File: src/rtl/riscv_ctrl_pkg.sv
// Shared encodings for the multi-cycle RISC-V control sequencer:
// FSM states, opcodes, ALU select/op codes and the control-word struct.
package riscv_ctrl_pkg;

    localparam logic [3:0] RST      = 4'd0;
    localparam logic [3:0] FETCH    = 4'd1;
    localparam logic [3:0] DECODE   = 4'd2;
    localparam logic [3:0] EXEC_R   = 4'd3;
    localparam logic [3:0] EXEC_I   = 4'd4;
    localparam logic [3:0] MEM_ADDR = 4'd5;
    localparam logic [3:0] MEM_RD   = 4'd6;
    localparam logic [3:0] MEM_WR   = 4'd7;
    localparam logic [3:0] WB_ALU   = 4'd8;
    localparam logic [3:0] WB_MEM   = 4'd9;
    localparam logic [3:0] BRANCH   = 4'd10;
    localparam logic [3:0] ILLEGAL  = 4'd11;
    localparam logic [3:0] BUS_ERR  = 4'd12;

    localparam logic [6:0] OP_R      = 7'b0110011;
    localparam logic [6:0] OP_LOAD   = 7'b0000011;
    localparam logic [6:0] OP_STORE  = 7'b0100011;
    localparam logic [6:0] OP_BRANCH = 7'b1100011;
    localparam logic [6:0] OP_IALU   = 7'b0010011;

    localparam logic [1:0] ALU_ADD   = 2'b00;
    localparam logic [1:0] ALU_SUB   = 2'b01;
    localparam logic [1:0] ALU_RTYPE = 2'b10;
    localparam logic [1:0] ALU_ITYPE = 2'b11;

    localparam logic       SRC_A_PC   = 1'b0;
    localparam logic       SRC_A_RS1  = 1'b1;
    localparam logic [1:0] SRC_B_RS2  = 2'b00;
    localparam logic [1:0] SRC_B_FOUR = 2'b01;
    localparam logic [1:0] SRC_B_IMM  = 2'b10;

    typedef struct packed {
        logic       mem_read;
        logic       mem_write;
        logic       i_or_d;
        logic       ir_write;
        logic       pc_write;
        logic       pc_src;
        logic       alu_src_a;
        logic [1:0] alu_src_b;
        logic [1:0] alu_op;
        logic       reg_write;
        logic       mem_to_reg;
        logic       illegal_instr;
        logic       bus_error;
    } ctrl_sig_t;

    // A store retires only once its write has actually been accepted.
    function automatic logic is_retiring(input logic [3:0] st, input logic mem_ready);
        logic ret;
        case (st)
            WB_ALU, WB_MEM, BRANCH: ret = 1'b1;
            MEM_WR:                 ret = mem_ready;
            default:                ret = 1'b0;
        endcase
        return ret;
    endfunction

    function automatic logic is_wait_state(input logic [3:0] st);
        logic w;
        case (st)
            FETCH, MEM_RD, MEM_WR: w = 1'b1;
            default:               w = 1'b0;
        endcase
        return w;
    endfunction

endpackage

File: src/rtl/mem_wait_timer.sv
// Counts memory wait cycles; expired_o flags the last allowed wait cycle.
// MAX_WAIT of 0 removes the counter and never expires.
module mem_wait_timer #(
    parameter int MAX_WAIT = 16
) (
    input  logic clk_i,
    input  logic reset_i,
    input  logic clear_i,
    input  logic en_i,
    output logic expired_o
);

    generate
        if (MAX_WAIT > 0) begin : g_timer
            localparam int CW = (MAX_WAIT > 1) ? $clog2(MAX_WAIT) : 1;
            localparam logic [CW-1:0] LAST = CW'(MAX_WAIT - 1);

            logic [CW-1:0] count_q;
            logic [CW-1:0] count_d;

            // Clear wins; the count parks at LAST rather than wrapping.
            always_comb begin
                count_d = count_q;
                if (clear_i) begin
                    count_d = '0;
                end else if (en_i && (count_q != LAST)) begin
                    count_d = count_q + CW'(1);
                end else begin
                    count_d = count_q;
                end
            end

            // Counter register.
            always_ff @(posedge clk_i or posedge reset_i) begin
                if (reset_i) begin
                    count_q <= '0;
                end else begin
                    count_q <= count_d;
                end
            end

            assign expired_o = (count_q == LAST);
        end else begin : g_no_timer
            assign expired_o = 1'b0;
        end
    endgenerate

endmodule

File: src/rtl/multicycle_control_fsm.sv
// Moore sequencer for the multi-cycle RISC-V datapath: steps each instruction
// through fetch/decode/execute/memory/writeback over one shared memory port.
module multicycle_control_fsm
    import riscv_ctrl_pkg::*;
#(
    parameter int INSTRET_W = 32,
    parameter int MAX_WAIT  = 16
) (
    input  logic                 clk,
    input  logic                 reset,
    input  logic [6:0]           opcode,
    input  logic                 zero,
    input  logic                 mem_ready,
    output logic                 mem_read,
    output logic                 mem_write,
    output logic                 i_or_d,
    output logic                 ir_write,
    output logic                 pc_write,
    output logic                 pc_src,
    output logic                 alu_src_a,
    output logic [1:0]           alu_src_b,
    output logic [1:0]           alu_op,
    output logic                 reg_write,
    output logic                 mem_to_reg,
    output logic                 illegal_instr,
    output logic                 bus_error,
    output logic [INSTRET_W-1:0] instret,
    output logic [3:0]           state
);

    logic [3:0]           state_q;
    logic [3:0]           state_d;
    logic [INSTRET_W-1:0] instret_q;
    logic [INSTRET_W-1:0] instret_d;
    ctrl_sig_t            ctrl_s;
    logic                 wait_en_s;
    logic                 wait_clr_s;
    logic                 expired_s;

    // The timer runs only while a request is outstanding and unanswered.
    assign wait_en_s  = is_wait_state(state_q) & ~mem_ready;
    assign wait_clr_s = ~wait_en_s;

    mem_wait_timer #(
        .MAX_WAIT (MAX_WAIT)
    ) u_wait_timer (
        .clk_i     (clk),
        .reset_i   (reset),
        .clear_i   (wait_clr_s),
        .en_i      (wait_en_s),
        .expired_o (expired_s)
    );

    // Next-state logic.
    always_comb begin
        state_d = state_q;
        case (state_q)
            RST:    state_d = FETCH;
            FETCH: begin
                if (mem_ready) begin
                    state_d = DECODE;
                end else if (expired_s) begin
                    state_d = BUS_ERR;
                end else begin
                    state_d = FETCH;
                end
            end
            DECODE: begin
                case (opcode)
                    OP_R:              state_d = EXEC_R;
                    OP_IALU:           state_d = EXEC_I;
                    OP_LOAD, OP_STORE: state_d = MEM_ADDR;
                    OP_BRANCH:         state_d = BRANCH;
                    default:           state_d = ILLEGAL;
                endcase
            end
            EXEC_R:   state_d = WB_ALU;
            EXEC_I:   state_d = WB_ALU;
            MEM_ADDR: begin
                if (opcode == OP_LOAD) begin
                    state_d = MEM_RD;
                end else begin
                    state_d = MEM_WR;
                end
            end
            MEM_RD: begin
                if (mem_ready) begin
                    state_d = WB_MEM;
                end else if (expired_s) begin
                    state_d = BUS_ERR;
                end else begin
                    state_d = MEM_RD;
                end
            end
            MEM_WR: begin
                if (mem_ready) begin
                    state_d = FETCH;
                end else if (expired_s) begin
                    state_d = BUS_ERR;
                end else begin
                    state_d = MEM_WR;
                end
            end
            WB_ALU:  state_d = FETCH;
            WB_MEM:  state_d = FETCH;
            BRANCH:  state_d = FETCH;
            ILLEGAL: state_d = FETCH;
            BUS_ERR: state_d = BUS_ERR;
            // Unused encodings restart the sequence cleanly.
            default: state_d = RST;
        endcase
    end

    // Moore control decode; FETCH and BRANCH also gate on an input.
    always_comb begin
        ctrl_s = '0;
        case (state_q)
            FETCH: begin
                ctrl_s.mem_read  = 1'b1;
                ctrl_s.i_or_d    = 1'b0;
                ctrl_s.alu_src_a = SRC_A_PC;
                ctrl_s.alu_src_b = SRC_B_FOUR;
                ctrl_s.alu_op    = ALU_ADD;
                ctrl_s.ir_write  = mem_ready;
                ctrl_s.pc_write  = mem_ready;
            end
            DECODE: begin
                ctrl_s.alu_src_a = SRC_A_PC;
                ctrl_s.alu_src_b = SRC_B_IMM;
                ctrl_s.alu_op    = ALU_ADD;
            end
            EXEC_R: begin
                ctrl_s.alu_src_a = SRC_A_RS1;
                ctrl_s.alu_src_b = SRC_B_RS2;
                ctrl_s.alu_op    = ALU_RTYPE;
            end
            EXEC_I: begin
                ctrl_s.alu_src_a = SRC_A_RS1;
                ctrl_s.alu_src_b = SRC_B_IMM;
                ctrl_s.alu_op    = ALU_ITYPE;
            end
            MEM_ADDR: begin
                ctrl_s.alu_src_a = SRC_A_RS1;
                ctrl_s.alu_src_b = SRC_B_IMM;
                ctrl_s.alu_op    = ALU_ADD;
            end
            MEM_RD: begin
                ctrl_s.mem_read = 1'b1;
                ctrl_s.i_or_d   = 1'b1;
            end
            MEM_WR: begin
                ctrl_s.mem_write = 1'b1;
                ctrl_s.i_or_d    = 1'b1;
            end
            WB_ALU: begin
                ctrl_s.reg_write  = 1'b1;
                ctrl_s.mem_to_reg = 1'b0;
            end
            WB_MEM: begin
                ctrl_s.reg_write  = 1'b1;
                ctrl_s.mem_to_reg = 1'b1;
            end
            BRANCH: begin
                ctrl_s.alu_src_a = SRC_A_RS1;
                ctrl_s.alu_src_b = SRC_B_RS2;
                ctrl_s.alu_op    = ALU_SUB;
                ctrl_s.pc_src    = 1'b1;
                ctrl_s.pc_write  = zero;
            end
            ILLEGAL: ctrl_s.illegal_instr = 1'b1;
            BUS_ERR: ctrl_s.bus_error     = 1'b1;
            default: ctrl_s = '0;
        endcase
    end

    // Retired-instruction count wraps silently.
    always_comb begin
        if (is_retiring(state_q, mem_ready)) begin
            instret_d = instret_q + INSTRET_W'(1);
        end else begin
            instret_d = instret_q;
        end
    end

    // State and counter registers; reset aborts any request at once.
    always_ff @(posedge clk or posedge reset) begin
        if (reset) begin
            state_q   <= RST;
            instret_q <= '0;
        end else begin
            state_q   <= state_d;
            instret_q <= instret_d;
        end
    end

    assign mem_read      = ctrl_s.mem_read;
    assign mem_write     = ctrl_s.mem_write;
    assign i_or_d        = ctrl_s.i_or_d;
    assign ir_write      = ctrl_s.ir_write;
    assign pc_write      = ctrl_s.pc_write;
    assign pc_src        = ctrl_s.pc_src;
    assign alu_src_a     = ctrl_s.alu_src_a;
    assign alu_src_b     = ctrl_s.alu_src_b;
    assign alu_op        = ctrl_s.alu_op;
    assign reg_write     = ctrl_s.reg_write;
    assign mem_to_reg    = ctrl_s.mem_to_reg;
    assign illegal_instr = ctrl_s.illegal_instr;
    assign bus_error     = ctrl_s.bus_error;
    assign instret       = instret_q;
    assign state         = state_q;

endmodule

File: config.mk
export PLATFORM = sky130hd
export DESIGN_NAME = multicycle_control_fsm
export DESIGN_NICKNAME = d
export VERILOG_FILES = /design/src/rtl/riscv_ctrl_pkg.sv /design/src/rtl/mem_wait_timer.sv /design/src/rtl/multicycle_control_fsm.sv
export SDC_FILE = /design/constraint.sdc
export NUM_CORES = 1
export LEC_CHECK = 0
export BUFFER_PORTS_ARGS = -buffer_cell sky130_fd_sc_hd__clkbuf_2
export CAP_MARGIN = 25
export CELL_PAD_IN_SITES_DETAIL_PLACEMENT = 1
export CELL_PAD_IN_SITES_GLOBAL_PLACEMENT = 2
export CORE_MARGIN = 4
export CORE_UTILIZATION = 34
export CTS_CLUSTER_DIAMETER = 30
export DETAILED_ROUTE_END_ITERATION = 7
export GPL_TIMING_DRIVEN = 0
export PLACE_DENSITY_LB_ADDON = 0.08
export SYNTH_ARGS = -nofsm -noshare
export SYNTH_HDL_FRONTEND = slang
export SYNTH_SLANG_ARGS = --single-unit
File: constraint.sdc
create_clock -name clk -period 3.5 [get_ports clk]
set_clock_uncertainty 0.1 [all_clocks]
set_input_delay 0.875 -clock clk [delete_from_list [all_inputs] [get_ports clk]]
set_output_delay 0.875 -clock clk [all_outputs]
set_load 0.02 [all_outputs]
==> results.txt <==
Post-Layout Cell Count = 360
DPL Wire Length = 4290 um
most common cell in the synthesized netlist = dfrtp_1
Post-Route Setup TNS = 0 ns
crit path max fanout = 10
CTS Buf Count = 5
TritonCTS clock tree = done
kind of cell adding the most delay to the critical path = buffers and inverters
GP Congestion = 0.764
Tot GR Track Use = 15.6%
Seq cells post-synth = 40
maximum vdd ir drop = 309 uV
Via density = 5.13
fmax = 336 MHz
Post-Syn Area per Cell = 9.91 um^2
layout cell share with drive strength beyond 1 = 27.7%
Yosys Warn Count = 0
required time of the critical path = 2.52 ns
Die Wd = 87.7 um
vias in the first global route = 1,824
antenna violations before repair = 0
max-slew violations = 0
Rel. slew slack = 43.9%
Most used DFF post-synth = dfrtp_1
Tmin final = 2.98 ns
core area = 6060 um^2
Power Total = 0.00148 W
ANT cells = 0
top-area cell type share of the netlist area = 46.3%
DRT Wirelength = 5610 um
Detailed Routing Iterations Pass 1 = 4
Clock Latency Late Sink = 0.29 ns
arrival time worst endpoint = 2.00 ns
status = complete, no violations
# resized after CTS = 0
Post-synth top cells = 40 x dfrtp_1, 23 x xnor2_1, 22 x nor2_1
Max-Cap Viols = 0
synthesized cell area = 2160 um^2
P_leak = 1.25 nW
CTS Sinks = 40
Setup Fix Bufs, Post-CTS = 0
Seq/Total Area, Yosys = 46.3%
largest net degree at the start of global routing = 41
Final ANT Viol Nets = 0
Synth area leaders = dfrtp_1 46%, xnor2_1 9.3%, xor2_1 4.1%
die area = 7690 um^2
first-pass GRT wire length = 9420 um
critical path class = flip-flop to output port
Clock Tree Root = clkbuf_8
sum of buffers and inverters on the critical path = 3
Post-synth EDFFs = 0
Slowest-stage cell, CP = dfrtp_1
area leader, netlist = dfrtp_1
Async SR Flop Fraction = 100%
Chip Height = 87.7 um
Hold Path Class = flip-flop to flip-flop
power density cells = 563 nW/um^2
Final setup viols = 0
final hold vios = 0
total congestion overflow = 0
setup repair after global routing missed its margin = no
CP Capture Type = output port
Max stage delay on crit path = 0.47 ns
Post-CTS Hold Fix Bufs = 0
cells along the critical path = clkbuf_1 > inv_1 > nor3_1 > a21o_1 > clkbuf_2
H-tree Lvls = 2
clock slew at reported path FFs = 0.08 ns
initial DRC count = 27
Post-Syn Nets = 231
Tcrit/Tclk final = 85.0%
input/output buffers = 60
Slew @ Worst Pin = 0.840 ns
DRC violations left = 0
Initial Util = 35.7%
Layout Area Growth over Synthesis = 22.0%
IO Pins = 62
FP Rows = 28
vias = 1,847
critical path startpoint category = flip-flop
Placed Cells = 353
Clock Tree Buf Depth = 2
fin nets = 298
Mapped Cells = 218
count of cell types in the netlist = 44
final-layout fill cell count = 731
routed len/inst = 15.6 um
## logic make-up after synthesis
kind of cell    after synthesis  synth area share (%)
fa+ha+maj                     2                  1.16
flops                        40                  46.3
buf+inv                      12                  2.32
compound gates               27                  8.92
simple gates                103                  27.4
mux                           1                 0.463
xor+xnor                     33                  13.4
## path summary, 6_finish.rpt
| check | startpoint | slack, ns | depth (start not counted) | endpoint |
|---|---|---|---|---|
| worst min-delay path | instret[7]$_DFFE_PP0P_ | 0.38 | 1 | instret[7]$_DFFE_PP0P_ |
| min in group asynchronous | reset | 0.64 | 2 | u_wait_timer.g_timer.count_q[1]$_DFFE_PP0P_ |
| worst min register to register | instret[7]$_DFFE_PP0P_ | 0.38 | 1 | instret[7]$_DFFE_PP0P_ |
| max in group asynchronous | reset | 2.14 | 2 | instret[6]$_DFFE_PP0P_ |
| worst max register to register | state[2]$_DFF_PP0_ | 1.47 | 5 | instret[16]$_DFFE_PP0P_ |
| worst max-delay path | state[1]$_DFF_PP0_ | 0.52 | 5 | pc_write |
## metrics by stage
stage | area (um^2) | utilization [%] | setup slack, ns | hold WS, ns
finish | 2640 | 43.5 | 0.525 | 0.385
detailed placement | 2550 | 42.2 | 0.652 | 0.382
CTS | 2640 | 43.5 | 0.504 | 0.394
global placement | 2550 | 42.2 | 0.699 | 0.361
global route | 2640 | 43.5 | 0.280 | 0.417
floorplan | 2160 | - | 0.387 | 0.437
## placed cells by master (no fill, tap or decap), drive strengths merged, types with 5 or more instances in the layout
master	count
nor2	22
nand3	12
and3	7
xor2	10
xnor2	23
nand4	6
nor3	11
nand2	19
and4	5
clkbuf	71
dfrtp	40
a21oi	11
## routing by layer
metal  wire [um]  GRT usage, %
met4          49          4.18
met5           0             0
met2        2630          24.9
met3         249          3.10
met1        2670          21.5
## flip-flops by register name, indices dropped and copies added, names as in the netlist
register and flops:
instret 32, state 4, u_wait_timer.g_timer.count_q 4
## power breakdown
group	internal [W]	total [W]	leakage [nW]	switching [W]
clock network	0.000135	0.000292	0.0400	0.000158
logic	0.000208	0.000612	0.696	0.000404
registers	0.000513	0.000579	0.515	0.0000663
## cell type report
type / count / area (um^2) / share of cell area [%]
multi-input combinational: 166 / 1110 / 42.1
sequential: 40 / 1000 / 38.0
timing repair buffer: 60 / 300 / 11.4
tap: 75 / 93.8 / 3.56
clock buffer: 5 / 68.8 / 2.61
buffer: 8 / 35.0 / 1.33
inverter: 4 / 15.0 / 0.570
clock inverter: 2 / 12.5 / 0.475
(Power assumes the default switching activity.)
